`config.mk`:
```
export PLATFORM = sky130hd
export DESIGN_NAME = exp_series_engine
export DESIGN_NICKNAME = d
export VERILOG_FILES = /design/src/rtl/exp_series_engine.sv
export SDC_FILE = /design/constraint.sdc
export NUM_CORES = 1
export LEC_CHECK = 0
export ABC_AREA = 1
export CAP_MARGIN = 30
export CELL_PAD_IN_SITES_DETAIL_PLACEMENT = 1
export CELL_PAD_IN_SITES_GLOBAL_PLACEMENT = 2
export CORE_MARGIN = 2
export CORE_UTILIZATION = 38
export DETAILED_ROUTE_END_ITERATION = 8
export GPL_TIMING_DRIVEN = 0
export HOLD_SLACK_MARGIN = 0.05
export PLACE_DENSITY = 0.84
export RECOVER_POWER = 100
export SLEW_MARGIN = 5
export SYNTH_ARGS = -nofsm -noshare
export SYNTH_HDL_FRONTEND = slang
export SYNTH_SLANG_ARGS = --single-unit
```
`constraint.sdc`:
```
create_clock -name clk -period 6.59 [get_ports clk]
set_input_delay 0.9885 -clock clk [delete_from_list [all_inputs] [get_ports clk]]
set_output_delay 0.9885 -clock clk [all_outputs]
set_load 0.05 [all_outputs]
```
`src/rtl/exp_series_engine.sv`:
```
// ============================================================================
// Module  : exp_series_engine
// Purpose : Fixed-point e^x via truncated Taylor series, start/done handshake.
// Revision: 1.0
// ============================================================================
`default_nettype none

module exp_series_engine #(
    parameter int FRAC_W     = 16,
    parameter int TERMS      = 8,
    parameter int EARLY_EXIT = 1
) (
    input  logic              clk,
    input  logic              rst,
    input  logic              start,
    input  logic [FRAC_W-1:0] x,
    output logic              busy,
    output logic              done,
    output logic [1:0]        intpart,
    output logic [FRAC_W-1:0] fracpart
);

    localparam int T_W = FRAC_W + 1;
    localparam int R_W = FRAC_W + 2;
    localparam int P_W = 2 * FRAC_W + 2;

    localparam logic [T_W-1:0] C_ONE_T = {1'b1, {FRAC_W{1'b0}}};
    localparam logic [R_W-1:0] C_ONE_R = {2'b01, {FRAC_W{1'b0}}};
    localparam logic [3:0]     C_TERMS = 4'(TERMS);

    typedef enum logic [2:0] {
        S_IDLE  = 3'd0,
        S_INIT  = 3'd1,
        S_MUL_X = 3'd2,
        S_MUL_C = 3'd3,
        S_ACC   = 3'd4,
        S_DONE  = 3'd5
    } state_t;

    state_t           r_state;
    state_t           w_next;
    logic [FRAC_W-1:0] r_x;
    logic [T_W-1:0]   r_t;
    logic [R_W-1:0]   r_r;
    logic [3:0]       r_k;
    logic [R_W-1:0]   r_out;

    logic [T_W-1:0]   w_coef [16];
    logic [T_W-1:0]   w_mul_b;
    logic [P_W-1:0]   w_prod;
    logic [T_W-1:0]   w_t_next;
    logic [R_W-1:0]   w_sum;
    logic             w_last;
    logic             w_unused_bits;

    // Reciprocal ROM: floor(2^FRAC_W / k); entry 0 is never addressed.
    for (genvar gi = 0; gi < 16; gi++) begin : g_rom
        if (gi == 0) begin : g_zero
            assign w_coef[gi] = '0;
        end else begin : g_div
            assign w_coef[gi] = T_W'((64'd1 << FRAC_W) / 64'(gi));
        end
    end

    // One shared multiplier serves both the x and 1/k steps.
    assign w_mul_b       = (r_state == S_MUL_X) ? {1'b0, r_x} : w_coef[r_k];
    assign w_prod        = P_W'(r_t) * P_W'(w_mul_b);
    assign w_t_next      = w_prod[2*FRAC_W:FRAC_W];
    assign w_unused_bits = ^{w_prod[P_W-1], w_prod[FRAC_W-1:0]};
    assign w_sum         = r_r + R_W'(r_t);
    assign w_last        = (r_k == C_TERMS) || ((EARLY_EXIT != 0) && (r_t == '0));

    always_ff @(posedge clk) begin
        if (!rst) begin
            r_state <= S_IDLE;
        end else begin
            r_state <= w_next;
        end
    end

    always_comb begin
        w_next = r_state;
        case (r_state)
            S_IDLE:  if (start) w_next = S_INIT;
            S_INIT:  w_next = S_MUL_X;
            S_MUL_X: w_next = S_MUL_C;
            S_MUL_C: w_next = S_ACC;
            S_ACC:   w_next = w_last ? S_DONE : S_MUL_X;
            S_DONE:  w_next = S_IDLE;
            default: w_next = S_IDLE;
        endcase
    end

    always_ff @(posedge clk) begin
        if (!rst) begin
            r_x   <= '0;
            r_t   <= '0;
            r_r   <= '0;
            r_k   <= '0;
            r_out <= '0;
        end else begin
            case (r_state)
                S_IDLE: begin
                    if (start) r_x <= x;
                end
                S_INIT: begin
                    r_t <= C_ONE_T;
                    r_r <= C_ONE_R;
                    r_k <= 4'd1;
                end
                S_MUL_X, S_MUL_C: begin
                    r_t <= w_t_next;
                end
                S_ACC: begin
                    r_r <= w_sum;
                    // Output register captures the final sum as DONE is entered.
                    if (w_last) begin
                        r_out <= w_sum;
                    end else begin
                        r_k <= r_k + 4'd1;
                    end
                end
                default: ;
            endcase
        end
    end

    assign busy     = (r_state != S_IDLE);
    assign done     = (r_state == S_DONE);
    assign intpart  = r_out[R_W-1:FRAC_W];
    assign fracpart = r_out[FRAC_W-1:0];

endmodule

`default_nettype wire

```
== After elaboration in Yosys (flattened, before gate mapping) ==
Memories as Yosys holds them, arrays and structs flattened.
Index checks and enable logic that the tools add are counted.

* Memories: 1
* Logic and storage cells: 40
* Memory bits (read-only): 272
* Input bits: 19
* Output and inout port bits: 20
* Register bits after elaboration: 76

{| class="wikitable"
|+ Memory list
! memory !! words !! width !! rd ports !! clocked after memory_dff !! wr ports !! line !! source
|-
| (no name shown) || 16 || 17 || 1 || 0 || 0 || 66 || <nowiki>assign w_mul_b = (r_state == S_MUL_X) ? {1'b0, r_x} : w_coef[r_k];</nowiki>
|}

* Multiplexer cells: 10
* Magnitude comparators: 1
* Bitwise logic cells: 1
* Eq/ne operators: 8
* Reductions and logical operators: 10
* Add/subtract/negate cells: 2
* Multiply operators: 1

{| class="wikitable"
|+ Operator list
! operator !! count
|-
| 2-to-1 mux 17 bit || 3
|-
| case mux 18 bit (2 select lines) || 1
|-
| case mux 17 bit (2 select lines) || 1
|-
| multiplier 17 x 17 -> 33 bit || 1
|-
| adder 18 x 17 -> 18 bit || 1
|-
| logical NOT 17 bit || 1
|-
| case mux 3 bit (5 select lines) || 1
|-
| case mux 4 bit (2 select lines) || 1
|-
| equality test 3 x 2 -> 1 bit (second input constant) || 2
|-
| equality test 3 bit (second input constant) || 2
|-
| 2-to-1 mux 3 bit || 2
|-
| AND reduction 2 bit || 3
|-
| greater-or-equal comparator 5 bit (second input constant) || 1
|-
| NOT 4 -> 5 bit || 1
|-
| adder 4 x 1 -> 4 bit (second input constant) || 1
|-
| equality test 4 bit (second input constant) || 1
|-
| 2-to-1 mux 4 bit || 1
|-
| inequality test 2 bit (second input constant) || 2
|-
| nonzero test 2 bit || 2
|-
| equality test 3 x 1 -> 1 bit (second input constant) || 1
|-
| logical NOT 3 bit || 1
|-
| nonzero test 3 bit || 1
|-
| OR reduction 2 bit || 1
|-
| logical OR 1 bit || 1
|}

== Depth between registers and ports, before layout ==
* Word-level depth: 7
* Gate-level depth with buffers: 33
* Gate-level depth less buffers: 33

== Least setup slack after synthesis ==
Ideal clock, no wire load.

* Path kind: reg2reg
* From: register r_k[0]
* To: register r_t[16]
* Library setup time: 0.117 ns
* Clock period less this slack: 5.744 ns
* Required time: 6.473 ns
* Setup slack: 0.846 ns
* Path buffers: 1
* Stages on the path, launching flop included: 29
* Arrival time: 5.627 ns
* Cells stage by stage: dfxtp_1 inv_1 ha_1 nand2_1 a21oi_1 nand2_1 o21ai_2 buf_2 nand2_1 fa_1 fa_1 fa_1 fa_1 inv_1 fa_1 inv_1 fa_1 inv_1 ha_1 nand2_1 nor2_1 and2_1 nand2_1 nand2_1 nand2_1 nand3_1 nand2_1 nor2_1 nor2_1

* Longest elaborated chain between the ends: 7

{| class="wikitable"
|+ Ends and longest elaborated chain
! item !! line !! source
|-
| start, declared || 45 || <nowiki>logic [3:0] r_k;</nowiki>
|-
| start signal, assigned || 120 || <nowiki>r_k <= r_k + 4'd1;</nowiki>
|-
| NOT 4 -> 5 bit (implied by the code) || 66 ||
|-
| memory read (16 x 17 bit) || -- ||
|-
| 2-to-1 mux 17 bit (implied by the code) (2 in a row) || 66 ||
|-
| 2-to-1 mux 17 bit || 66 ||
|-
| multiplier 17 x 17 -> 33 bit || 67 || <nowiki>assign w_prod = P_W'(r_t) * P_W'(w_mul_b);</nowiki>
|-
| case mux 17 bit (2 select lines) || 102 || <nowiki>case (r_state)</nowiki>
|-
| end signal, assigned || 112 || <nowiki>r_t <= w_t_next;</nowiki>
|-
| end, declared || 43 || <nowiki>logic [T_W-1:0] r_t;</nowiki>
|}

Every way passes these cells. The select of a mux whose other input is x is not followed.
A chain may end at the register's enable or synchronous reset.

== Worst setup path in the final report ==
* From: register r_t[7]
* To: register r_t[10]

* Longest elaborated chain between the ends: 2

{| class="wikitable"
|+ Ends and longest elaborated chain
! item !! line
|-
| multiplier 17 x 17 -> 33 bit || 67
|-
| case mux 17 bit (2 select lines) || 102
|}

Every way passes these cells.

==> results.toml <==
[worst_setup_path]
critical_path_buf_inv_count = 4
critPathMaxStageDelay_ns = 0.85
cp_max_fo = 10
crit_required_ns = 6.90
cp_slowest_cell = "dfxtp_1"
endpoint_kind = "register"
worstSetupPathType = "register to register"
cp_top_family = "adder cells"
critical_path.most_common_cell = "fa_1"
worstPathCellList = "clkbuf_1 -> nand2_1 -> fa_1 -> inv_1 -> fa_2 -> fa_1 -> fa_2 -> fa_1 -> inv_1 -> fa_1 -> inv_1 -> ha_4 -> nand2_2 -> nor2_4 -> nand2_2 -> nor4_4 -> nand2_2 -> nand4_1 -> nand3_2 -> a21oi_2"
critPathLaunchType = "register"
worstPathArrival_ns = 6.75

[route]
viasPerCell = 5.193
drt_iter0_drc = 557
drc = 1
wirelength_um = 49130
wl_per_cell_um = 20.23
dr_total_vias = 12609
dr.pass1.iters = 7
postRouteAntennaNets = 0

[logic_synthesis]
synth-edff-count = 0
synth_cells = 1881
synth_ff_type = "dfxtp_1"
synth_top_family_by_area = "adder cells"
synth_largest_area_cell = "fa_1"
synth-compound-area-share_pct = 8.133
ys_seq_area_share_pct = 11.05
synth_cell_type_count = 44
ys_warn_count = 0
yosys.area_share.simple_pct = 23.09
syn_avg_cell_area_um2 = 7.320
ys_ff_latch = 76
synth.top_cell.area_share_pct = 32.28
synth_xor_area_share_pct = 0.7634
ys_top_cells_by_count = "nand2_1, inv_1, fa_1, nor2_1, ha_1"
async_flop_share_pct = 0
synthesis.nets = 2248
synthAdderAreaFrac_pct = 43.73
synth_most_common_cell = "nand2_1"
synth_area_leaders = "fa_1, nand2_1, ha_1, dfxtp_1, inv_1"
synth_mux_area_share_pct = 0
netlist_area_um2 = 13770

[timing]
max_freq_mhz = 155.1
setup_viol = 0
setup_ws_ns = 0.1411
rsz0062_at_grt = "yes"
fin_setup_tns_ns = 0
hold_viol = 0
post-route-period-util_pct = 97.86
maxSlewHeadroom_pct = 45.97
worstMarginPinSlew_ns = 0.8093
period_minus_slack_ns = 6.449
skew_ns = 0.01654
finalMaxSlewViolations = 0

[pwr]
p_per_area_nw_per_um2 = 92.49
leakage_uw = 0.007731
vdd_drop_max_mv = 0.1221

[floorplanning]
core_area_um2 = 35660
rows = 69
pin_count = 39
die_h_um = 194.3
dieArea_um2 = 37770
start_util_pct = 38.61
die_w_um = 194.3

[clock_network]
clock-sinks = 76
clk_path_buf_depth = 2
htreeDepth = 3
root_buffer = "clkbuf_16"
clk_latency_ns = 0.37
cts_buffers = 9
clk_pin_slew_ns = 0.07
cts_tree = "built"

[finish]
regArea_um2 = 1529
insertedDiodeCount = 0
area_growth_syn_to_layout_pct = 14.79
multiInputGateArea_um2 = 10880
nets = 2329
layout-drive-gt1-share_pct = 10.98
fin_area_um2 = 15800
fill_cells = 4517
utilization_pct = 44.32

[grt]
grt_pass1_wl_um = 75560
grt.overflow.total = 0
use_met2_pct = 44.04
grtUsageTotal_pct = 26.20
top_usage_layer = "met2"
grt_max_degree = 16
grt_pass1_vias = 13099
met3_usage_pct = 3.071
antenna_found_initial = 0
grtUsageMet1_pct = 35.41

[placed_design]
dpl.hpwl_um = 40940
pre_cts_ws_ns = -0.5991
io_buffers = 37
gp_congestion = 0.9209
dpl_cell_area_um2 = 14720

[run]
maxCapViolCount = 0

[run_status]
status = "finished with violations"
violations = "DRC"

[min_path]
hold_class = "register to register"
[where the power goes]
| part | switching, µW | internal (µW) |
|---|---|---|
| combinational | 294 | 128 |
| clock | 242 | 300 |
| sequential | 16.7 | 481 |
| total | 553 | 908 |
[repair_timing]
item,in CTS,in global routing
gates resized for setup,43,112
pin swaps,4,22
hold buffers,0,0
hold endpoints to repair,0,0
setup buffers,7,24
endpoints found under the setup margin,17,17
gates cloned,0,2
[layout make-up]
class / instances / share of cell area [%]
Inverter: 410 / 9.896
Timing Repair inverter: 1 / 0.03167
Timing Repair Buffer: 69 / 3.974
Clock buffer: 9 / 1.425
Multi-Input combinational cell: 1338 / 68.81
Tap cell: 461 / 3.650
Clock inverter: 7 / 0.5067
Buffer: 57 / 2.027
Sequential cell: 76 / 9.675
[tightest hold or removal path, cell delays in order (launching register included)]
cell and delay, ns:
dfxtp_1 0.30, inv_1 0.06, a21oi_1 0.05
[metal layers]
metal | up-vias | wire, µm | part of all wire (%)
li1 | 5849 | - | -
met1 | 6440 | 21960 | 45
met2 | 243 | 23610 | 48
met3 | 77 | 2050 | 4.2
met4 | 0 | 1503 | 3.1
met5 | - | 0 | 0
[final timing paths]
| kind | slack (ns) | endpoint | start | cells past startpoint |
|---|---|---|---|---|
| max | 0.14 | r_t[10]$_SDFFE_PN0P_ | r_t[7]$_SDFFE_PN0P_ | 20 |
| min | 0.46 | r_x[1]$_SDFFE_PN0P_ | r_x[1]$_SDFFE_PN0P_ | 2 |
| max reg2reg | 0.14 | r_t[10]$_SDFFE_PN0P_ | r_t[7]$_SDFFE_PN0P_ | 20 |
| min reg2reg | 0.46 | r_x[1]$_SDFFE_PN0P_ | r_x[1]$_SDFFE_PN0P_ | 2 |
[stage by stage]
step           hold slack [ns]  total power (µW)  std cells
3_3_place_gp            0.4451             860.7       2379
4_1_cts                 0.4598              1431       2402
3_5_place_dp            0.4489             866.2       2379
2_1_floorplan           0.4297             718.9       1881
5_1_grt                 0.4871              1521       2428
6_report                0.4583              1462       2428
[sequential cells by signal, indices dropped and copies added (netlist names)]
signal   cells
r_x         16
r_state      3
r_out       18
r_t         17
r_r         18
r_k          4
[kinds of logic (layout without fill, tap and decap cells)]
group | after synthesis | count (layout)
flip-flops | 76 | 76
XOR/XNOR | 12 | 12
adder cells (fa/ha/maj) | 348 | 348
AO/OA/AOI/OAI | 202 | 202
buffers and inverters | 467 | 553
AND/OR/NAND/NOR | 776 | 776
[cell usage in the layout, fill, tap and decap left out, types with 7 or more instances in the layout]
master | netlist | routed
nand2_1 | 443 | 421
inv_1 | 390 | 384
fa_1 | 222 | 214
nor2_1 | 199 | 182
ha_1 | 126 | 114
a21oi_1 | 107 | 94
nand3_1 | 81 | 79
dfxtp_1 | 76 | 72
o21ai_0 | 62 | 52
buf_4 | 5 | 39
clkdlybuf4s50_1 | 0 | 37
clkbuf_1 | 30 | 28
nand2_2 | 2 | 21
a21oi_2 | 6 | 18
nand4_1 | 14 | 14
inv_2 | 10 | 12
nor2_2 | 0 | 10
clkbuf_16 | 0 | 10
buf_2 | 18 | 9
nor3_1 | 11 | 9
xor2_1 | 9 | 9
nor2_4 | 1 | 8
o21ai_4 | 0 | 8
fa_2 | 0 | 8
ha_4 | 0 | 8
o21ai_1 | 1 | 7
(Power assumes the default switching activity.)
